$ cat src/rtl/rf_pkg.sv
// Shared register-file package.
// Holds the data and address width defaults that the ALU and the CPU top
// also use. It also holds the hardwired zero-register address and a helper
// that locates one port's field inside a packed multi-port bus.
package rf_pkg;

  localparam int RF_DATA_W = 32;
  localparam int RF_ADDR_W = 5;
  localparam int ZERO_ADDR = 0;

  // Returns the lowest bit of port 'port' in a bus made of 'width'-bit
  // fields packed side by side (port 0 in the least significant field).
  function automatic int port_lsb(input int port, input int width);
    return port * width;
  endfunction

endpackage

$ cat src/rtl/rf_scoreboard_if.sv
// Bus between decode/writeback and the scoreboarded register file.
// Ports (all interface signals):
//   RD_ADDR  packed read addresses, port k in [k*ADDR_W +: ADDR_W]
//   RD_DATA  packed read data, same packing
//   RD_BUSY  per-port busy flag of the addressed register
//   WR_EN / WR_ADDR / WR_DATA  writeback port
//   ISS_EN / ISS_ADDR          issue port (marks a destination pending)
// Modports: master = pipeline side, slave = register file.
interface rf_scoreboard_if #(
  parameter int DATA_W   = 32,
  parameter int ADDR_W   = 5,
  parameter int NUM_READ = 2
);

  logic [NUM_READ*ADDR_W-1:0] RD_ADDR;
  logic [NUM_READ*DATA_W-1:0] RD_DATA;
  logic [NUM_READ-1:0]        RD_BUSY;
  logic                       WR_EN;
  logic [ADDR_W-1:0]          WR_ADDR;
  logic [DATA_W-1:0]          WR_DATA;
  logic                       ISS_EN;
  logic [ADDR_W-1:0]          ISS_ADDR;

  modport master (
    output RD_ADDR, WR_EN, WR_ADDR, WR_DATA, ISS_EN, ISS_ADDR,
    input  RD_DATA, RD_BUSY
  );

  modport slave (
    input  RD_ADDR, WR_EN, WR_ADDR, WR_DATA, ISS_EN, ISS_ADDR,
    output RD_DATA, RD_BUSY
  );

endinterface

$ cat src/rtl/rf_read_port.sv
// Single combinational read port of the scoreboarded register file.
// It applies this priority to one address:
// zero register first, then the write bypass, then the stored array entry.
// Ports:
//   rd_addr   address being read
//   wr_en     writeback enable, already gated off while the file is in reset
//   wr_addr   writeback address
//   wr_data   writeback data
//   arr_data  stored value of reg[rd_addr]
//   arr_busy  stored busy bit of reg[rd_addr]
//   rd_data   resulting read data
//   rd_busy   resulting busy flag
module rf_read_port
  import rf_pkg::*;
#(
  parameter int DATA_W   = RF_DATA_W,
  parameter int ADDR_W   = RF_ADDR_W,
  parameter bit ZERO_REG = 1'b1,
  parameter bit BYPASS   = 1'b1
) (
  input  logic [ADDR_W-1:0] rd_addr,
  input  logic              wr_en,
  input  logic [ADDR_W-1:0] wr_addr,
  input  logic [DATA_W-1:0] wr_data,
  input  logic [DATA_W-1:0] arr_data,
  input  logic              arr_busy,
  output logic [DATA_W-1:0] rd_data,
  output logic              rd_busy
);

  logic is_zero;
  logic is_bypass;

  assign is_zero   = ZERO_REG && (rd_addr == ADDR_W'(ZERO_ADDR));
  assign is_bypass = BYPASS && wr_en && (wr_addr == rd_addr);

  // A forwarded write always reports not-busy because the write itself
  // clears the busy bit. A same-cycle issue only shows from the next cycle,
  // so it does not take part here.
  always_comb begin
    rd_data = arr_data;
    rd_busy = arr_busy;
    if (is_zero) begin
      rd_data = '0;
      rd_busy = 1'b0;
    end else if (is_bypass) begin
      rd_data = wr_data;
      rd_busy = 1'b0;
    end
  end

endmodule

$ cat src/rtl/rf_scoreboard.sv
// Parametrised register file with per-register busy (scoreboard) bits.
// Decode reads operands and issues destinations; writeback writes results.
// Ports:
//   CLK, RESET      clock (rising edge) and asynchronous active-high reset
//   bus             rf_scoreboard_if slave: read, write and issue ports
//   BUSY_CNT        registered count of busy registers (popcount of busy)
//   TEST_R0..R3     raw stored contents of registers 0..3, never bypassed
module rf_scoreboard
  import rf_pkg::*;
#(
  parameter int DATA_W   = RF_DATA_W,
  parameter int ADDR_W   = RF_ADDR_W,
  parameter int NUM_READ = 2,
  parameter bit ZERO_REG = 1'b1,
  parameter bit BYPASS   = 1'b1
) (
  input  logic              CLK,
  input  logic              RESET,
  rf_scoreboard_if.slave    bus,
  output logic [ADDR_W:0]   BUSY_CNT,
  output logic [DATA_W-1:0] TEST_R0,
  output logic [DATA_W-1:0] TEST_R1,
  output logic [DATA_W-1:0] TEST_R2,
  output logic [DATA_W-1:0] TEST_R3
);

  localparam int DEPTH = 2 ** ADDR_W;

  if (NUM_READ < 1 || NUM_READ > 4) begin : g_bad_num_read
    $error("rf_scoreboard: NUM_READ must be in 1..4");
  end
  if (ADDR_W < 2) begin : g_bad_addr_w
    $error("rf_scoreboard: ADDR_W must be at least 2 for the debug taps");
  end

  logic [DATA_W-1:0] reg_q [DEPTH];
  logic [DATA_W-1:0] reg_d [DEPTH];
  logic [DEPTH-1:0]  busy_q;
  logic [DEPTH-1:0]  busy_d;
  logic [ADDR_W:0]   busy_cnt_q;
  logic [ADDR_W:0]   busy_cnt_d;

  logic wr_ok;
  logic iss_ok;
  logic cnt_inc;
  logic cnt_dec;
  logic byp_wr_en;

  // Writes and issues aimed at the hardwired zero register are dropped.
  assign wr_ok  = bus.WR_EN  && !(ZERO_REG && bus.WR_ADDR  == ADDR_W'(ZERO_ADDR));
  assign iss_ok = bus.ISS_EN && !(ZERO_REG && bus.ISS_ADDR == ADDR_W'(ZERO_ADDR));

  // The flops clear through the async reset. The bypass path is
  // combinational, so it is gated off here to keep reads at 0 during reset.
  assign byp_wr_en = bus.WR_EN && !RESET;

  // Next state of the data array and busy vector. The issue is applied after
  // the write, so a same-address issue leaves the register busy: the newer
  // producer wins.
  always_comb begin
    reg_d  = reg_q;
    busy_d = busy_q;
    if (wr_ok) begin
      reg_d[bus.WR_ADDR]  = bus.WR_DATA;
      busy_d[bus.WR_ADDR] = 1'b0;
    end
    if (iss_ok) begin
      busy_d[bus.ISS_ADDR] = 1'b1;
    end
  end

  // The count tracks the popcount of the busy vector incrementally.
  // An issue adds one only when it sets a clear bit. A write removes one only
  // when it clears a set bit that the same-cycle issue does not set again.
  always_comb begin
    cnt_inc    = iss_ok && !busy_q[bus.ISS_ADDR];
    cnt_dec    = wr_ok && busy_q[bus.WR_ADDR] &&
                 !(iss_ok && bus.ISS_ADDR == bus.WR_ADDR);
    busy_cnt_d = busy_cnt_q + {{ADDR_W{1'b0}}, cnt_inc}
                            - {{ADDR_W{1'b0}}, cnt_dec};
  end

  always_ff @(posedge CLK or posedge RESET) begin
    if (RESET) begin
      for (int i = 0; i < DEPTH; i++) begin
        reg_q[i] <= '0;
      end
      busy_q     <= '0;
      busy_cnt_q <= '0;
    end else begin
      reg_q      <= reg_d;
      busy_q     <= busy_d;
      busy_cnt_q <= busy_cnt_d;
    end
  end

  logic [NUM_READ-1:0][DATA_W-1:0] rd_data_arr;
  logic [NUM_READ-1:0]             rd_busy_arr;

  for (genvar k = 0; k < NUM_READ; k++) begin : g_rd
    logic [ADDR_W-1:0] addr;
    assign addr = bus.RD_ADDR[port_lsb(k, ADDR_W) +: ADDR_W];

    rf_read_port #(
      .DATA_W   (DATA_W),
      .ADDR_W   (ADDR_W),
      .ZERO_REG (ZERO_REG),
      .BYPASS   (BYPASS)
    ) u_port (
      .rd_addr  (addr),
      .wr_en    (byp_wr_en),
      .wr_addr  (bus.WR_ADDR),
      .wr_data  (bus.WR_DATA),
      .arr_data (reg_q[addr]),
      .arr_busy (busy_q[addr]),
      .rd_data  (rd_data_arr[k]),
      .rd_busy  (rd_busy_arr[k])
    );
  end

  assign bus.RD_DATA = rd_data_arr;
  assign bus.RD_BUSY = rd_busy_arr;

  assign BUSY_CNT = busy_cnt_q;
  assign TEST_R0  = reg_q[0];
  assign TEST_R1  = reg_q[1];
  assign TEST_R2  = reg_q[2];
  assign TEST_R3  = reg_q[3];

endmodule

$ cat src/flat_wrapper.sv
// flat-port wrapper written by rule: the top's interface ports become plain ports
module rf_scoreboard_flat import rf_pkg::*;
#(
  parameter int DATA_W   = RF_DATA_W,
  parameter int ADDR_W   = RF_ADDR_W,
  parameter int NUM_READ = 2,
  parameter bit ZERO_REG = 1'b1,
  parameter bit BYPASS   = 1'b1
)
  (CLK, RESET, BUSY_CNT, TEST_R0, TEST_R1, TEST_R2, TEST_R3, bus_RD_ADDR, bus_WR_EN, bus_WR_ADDR, bus_WR_DATA, bus_ISS_EN, bus_ISS_ADDR, bus_RD_DATA, bus_RD_BUSY);
  rf_scoreboard_if #(.DATA_W(DATA_W), .ADDR_W(ADDR_W), .NUM_READ(NUM_READ)) bus_i ();
  input  logic CLK;
  input  logic RESET;
  output logic [ADDR_W:0] BUSY_CNT;
  output logic [DATA_W-1:0] TEST_R0;
  output logic [DATA_W-1:0] TEST_R1;
  output logic [DATA_W-1:0] TEST_R2;
  output logic [DATA_W-1:0] TEST_R3;
  input wire logic [$bits(bus_i.RD_ADDR)-1:0] bus_RD_ADDR;
  input wire logic [$bits(bus_i.WR_EN)-1:0] bus_WR_EN;
  input wire logic [$bits(bus_i.WR_ADDR)-1:0] bus_WR_ADDR;
  input wire logic [$bits(bus_i.WR_DATA)-1:0] bus_WR_DATA;
  input wire logic [$bits(bus_i.ISS_EN)-1:0] bus_ISS_EN;
  input wire logic [$bits(bus_i.ISS_ADDR)-1:0] bus_ISS_ADDR;
  output wire logic [$bits(bus_i.RD_DATA)-1:0] bus_RD_DATA;
  output wire logic [$bits(bus_i.RD_BUSY)-1:0] bus_RD_BUSY;
  assign bus_i.RD_ADDR = bus_RD_ADDR;
  assign bus_i.WR_EN = bus_WR_EN;
  assign bus_i.WR_ADDR = bus_WR_ADDR;
  assign bus_i.WR_DATA = bus_WR_DATA;
  assign bus_i.ISS_EN = bus_ISS_EN;
  assign bus_i.ISS_ADDR = bus_ISS_ADDR;
  assign bus_RD_DATA = bus_i.RD_DATA;
  assign bus_RD_BUSY = bus_i.RD_BUSY;
  rf_scoreboard #(.DATA_W(DATA_W), .ADDR_W(ADDR_W), .NUM_READ(NUM_READ), .ZERO_REG(ZERO_REG), .BYPASS(BYPASS)) u_core (.CLK(CLK), .RESET(RESET), .bus(bus_i), .BUSY_CNT(BUSY_CNT), .TEST_R0(TEST_R0), .TEST_R1(TEST_R1), .TEST_R2(TEST_R2), .TEST_R3(TEST_R3));
endmodule
$ cat config.mk
export PLATFORM = sky130hd
export DESIGN_NAME = rf_scoreboard_flat
export DESIGN_NICKNAME = d
export VERILOG_FILES = /design/src/rtl/rf_pkg.sv /design/src/rtl/rf_scoreboard_if.sv /design/src/rtl/rf_read_port.sv /design/src/rtl/rf_scoreboard.sv /design/src/flat_wrapper.sv
export SDC_FILE = /design/constraint.sdc
export NUM_CORES = 2
export LEC_CHECK = 0
export CAP_MARGIN = 20
export CELL_PAD_IN_SITES_DETAIL_PLACEMENT = 0
export CELL_PAD_IN_SITES_GLOBAL_PLACEMENT = 1
export CORE_AREA = 2 2 358 360
export DETAILED_ROUTE_END_ITERATION = 16
export DIE_AREA = 0 0 360 362
export PLACE_DENSITY = 0.76
export SETUP_SLACK_MARGIN = 0.5
export SLEW_MARGIN = 20
export SYNTH_ARGS = -nofsm -noshare
export SYNTH_HDL_FRONTEND = slang
export SYNTH_SLANG_ARGS = --single-unit
$ cat constraint.sdc
create_clock -name CLK -period 32.6 [get_ports CLK]
set_input_delay 4.89 -clock CLK [delete_from_list [all_inputs] [get_ports CLK]]
set_output_delay 4.89 -clock CLK [all_outputs]
set_load 0.01 [all_outputs]
==> Flow_metrics.wiki <==
{| class="wikitable"
! Metric !! Value
|-
| Count of hold buffers inserted by post-cts repair || 0
|-
| Area fraction in compound gates after synthesis || 5.91%
|-
| Kind of critical path || in -> out
|-
| Initial DRC count || 4,124
|-
| Number of H-tree levels || 3
|-
| Pin count of the biggest net entering global routing || 163
|-
| Delay of the slowest cell on the worst path || 0.85 ns
|-
| Number of failing hold endpoints at the final stage || 0
|-
| Cts bufs inserted || around 120
|-
| Total clock sinks || 1,062
|-
| Crit-path cells || buf_8 -> buf_4 -> buf_4 -> buf_4 -> mux4_2 -> a21o_1 -> a222oi_1 -> nor2_1 -> a221o_1 -> clkdlybuf4s50_1
|-
| PnR worst setup slack || 17.64 ns
|-
| Drt total wl || between 150,000 and 200,000 µm
|-
| Area share of the leading cell type in the synthesized netlist || 45.1%
|-
| Dominant cell by count in the synthesized netlist || dfrtp_1
|-
| Initial DRT Pass Iterations || 5
|-
| Total setup violations reported at the end of the flow || 0
|-
| Final period demand of the worst path || ~15 ns
|-
| Power per cell area || 62.4 nW/µm²
|-
| Post-synthesis to final-layout area growth || 11.1%
|-
| Number of maximum-capacitance violations || 0
|-
| Last weighted congestion value of the routability-driven placer || 0.836
|-
| Crit path required time || 27.71 ns
|-
| DP HPWL || about 110,000 µm
|-
| Max Root-Sink Buffers || 3
|-
| Max-slew violation count || 0
|-
| Share of cells above drive strength 1 || 44.0%
|-
| Starting utilization of the core area || 46.5%
|-
| CP endpoint kind || primary output
|-
| Count of state elements after synthesis || 1,062
|-
| Die Width || 360 µm
|-
| Commonest cells in the synthesized netlist || 1,062 x dfrtp_1, 995 x mux2_2, 451 x mux4_2
|-
| Net Count, Synth || 4,250
|-
| Pleak || 28.2 nW
|-
| Unrepaired setup endpoints after global routing || false
|-
| CTS tree || built
|-
| Row count || 131
|-
| Clock latency at the later pin of the worst-skew pair || between 0.7 and 0.8 ns
|-
| Startpoint type of the worst setup path || input port
|-
| Slew at the pin closest to its max-slew limit || approximately 1.2 ns
|-
| Yosys top cell by area || dfrtp_1
|-
| Xor/xnor cell area share of the yosys netlist || less than 1%
|-
| Share of the cycle needed by the critical path after routing || 45.9%
|-
| Count of flip-flops with a built-in enable after synthesis || 0
|-
| Post-Synth Simple-Gate Area || 2.68%
|-
| Core outline area || 127,000 µm²
|-
| Global router's overall resource usage || 29.7%
|-
| Die area || 130,000 µm²
|-
| Proportion of synthesized chip area in sequential cells || 45.1%
|-
| Number of vias in the routed layout || a little under 40,000
|-
| Setup TNS || 0 ns
|-
| Routed wire per std cell || 33.2 µm
|-
| Fill count || around 11,000
|-
| Synthesized instance count || between 4,000 and 5,000
|-
| Share of synthesized flip-flops with an asynchronous set or reset || 100%
|-
| Count of cells resized by post-cts repair || 0
|-
| Average instance area after synthesis || 14.1 µm²
|-
| Root Buffer Master || clkbuf_16
|-
| Number of antenna violations at the first check in global routing || 6
|-
| Status || finished clean
|-
| Worst-path fanout max || 44
|-
| Number of distinct library cells after synthesis || a little over 70
|-
| # IOs || 256
|-
| Hold WC Path Type || reg -> reg
|-
| Via density per instance || 6.76
|-
| Register Area || between 20,000 and 30,000 µm²
|-
| Die extent in y || 362 µm
|-
| Share of synthesized cell area in full adder, half adder and majority cells || less than 1%
|-
| Vias in the first global route || 39,500
|-
| DR DRC count || 0
|-
| Relative slew slack || 15.7%
|-
| Area of combinational cells with multiple inputs || 29,200 µm²
|-
| Worst EP arrival || 10.07 ns
|-
| Combinational family with the most area after synthesis || multiplexers
|-
| Remaining antenna violation count || 0
|-
| Nets || between 4,000 and 5,000
|-
| Post-placement worst setup slack || approximately 18 ns
|-
| PortBufs || around 260
|-
| Predominant post-synthesis flop cell || dfrtp_1
|-
| Cell types occupying the most area after synthesis || dfrtp_1 45%, mux2_2 19%, mux4_2 17%
|-
| Wire length of the first global-routing pass || approximately 280,000 µm
|-
| Max rail drop VDD || between 0.00004 and 0.00005 V
|-
| Critical path's most frequent cell || buf_4
|-
| Crit-path slowest cell || buf_4
|-
| Area of the mapped netlist || 58,900 µm²
|-
| Post-synthesis mux area share || 40.1%
|-
| Worst-path clk slew || roughly 0.06 ns
|-
| Synthesis warning total || 0
|-
| Clock skew || ~0.013 ns
|-
| Total grt overflow || 0
|-
| Fmax achieved || 66.9 MHz
|-
| Setup fix buffers added after clock tree synthesis || 0
|}
power breakdown:
| part | internal, W | switching (W) | leakage, nW |
|---|---|---|---|
| Clock | 0.000811 | 0.000566 | 1.96 |
| Combinational | 0.000540 | 0.000394 | 12.6 |
| Sequential | 0.00157 | 0.000203 | 13.6 |
worst max-delay path, delay by kind of cell:
kind | cells | cell delay, ns
AOI/OAI and AO/OA | 3 | 0.97
muxes | 1 | 0.59
and+or+nand+nor | 1 | 0.19
buffers and inverters | 5 | 3.20
area by class of cell:
| type | count | share of cell area, % |
|---|---|---|
| Antenna cell | 3 | 0.0115 |
| Clock inverter | 50 | 0.879 |
| Inverter | 43 | 0.254 |
| Timing Repair Buffer | 374 | 5.32 |
| Clock buffer | 163 | 5.19 |
| Tap cell | 1662 | 3.18 |
| Multi-Input combinational cell | 2493 | 44.6 |
| Sequential cell | 1062 | 40.6 |
kinds of logic after synthesis:
logic type      count (synthesis)
mux                          1673
flops                        1062
buf+inv                       632
compound gates                471
simple gates                  322
xor+xnor                       20
fa+ha+maj                       7
metal layers:
layer  track usage (%)  wire length, µm
met1              42.2            81900
met2              45.1            88300
met3              6.88            17700
met4              9.58             6260
met5                 0               28
sequential cells by signal, indices dropped and copies added, names as in the netlist:
register and count:
u_core.BUSY_CNT 6, u_core.TEST_R0 32, u_core.TEST_R1 32, u_core.TEST_R2 32, u_core.TEST_R3 32, u_core.busy_q 32
u_core.reg_q 896
through the flow:
stage                     area, µm²  total power, W  std cells  hold WS [ns]  utilization [%]
after floorplan               58900         0.00243       4187         0.464                -
after global placement        61500         0.00269       5634         0.411             48.6
after detailed placement      61500         0.00272       5634         0.417             48.6
after CTS                     65500         0.00409       5847         0.433             51.7
after global routing          65500         0.00425       5847         0.447             51.7
final                         65500         0.00409       5850         0.429             51.7
placed cells by master, fill, tap and decap left out, types with 21 or more instances in the layout:
| cell type | synthesis | routed |
|---|---|---|
| a221oi_1 | 51 | 51 |
| mux2_2 | 995 | 995 |
| mux4_2 | 451 | 451 |
| nand3_1 | 26 | 24 |
| inv_1 | 40 | 39 |
| a211oi_1 | 39 | 39 |
| a22o_1 | 35 | 35 |
| a21oi_1 | 36 | 36 |
| nor2b_1 | 28 | 23 |
| mux2i_1 | 227 | 227 |
| a22oi_1 | 82 | 82 |
| nor2_1 | 61 | 45 |
| buf_4 | 166 | 116 |
| o22ai_1 | 52 | 52 |
| a221o_1 | 21 | 21 |
| clkinv_2 | 0 | 27 |
| nor3_1 | 42 | 42 |
| o21ai_0 | 58 | 58 |
| clkbuf_16 | 0 | 117 |
| dfrtp_1 | 1062 | 1062 |
| clkdlybuf4s50_1 | 0 | 240 |
| nand2_1 | 96 | 80 |
| clkbuf_8 | 0 | 30 |
path summary, 6_finish.rpt:
kind                       cells after the start  slack (ns)            endpoint          startpoint
max reg2reg                                   12       29.19  u_core.BUSY_CNT[4]    u_core.busy_q[3]
min                                            0        0.43  u_core.TEST_R0[31]  u_core.TEST_R0[31]
max in group asynchronous                      5       24.76   u_core.reg_q[666]               RESET
min reg2reg                                    0        0.43  u_core.TEST_R0[31]  u_core.TEST_R0[31]
max                                           10       17.64     bus_RD_DATA[47]      bus_RD_ADDR[5]
min in group asynchronous                      2        4.66   u_core.busy_q[28]               RESET
Power figures use the tool's default switching activity.
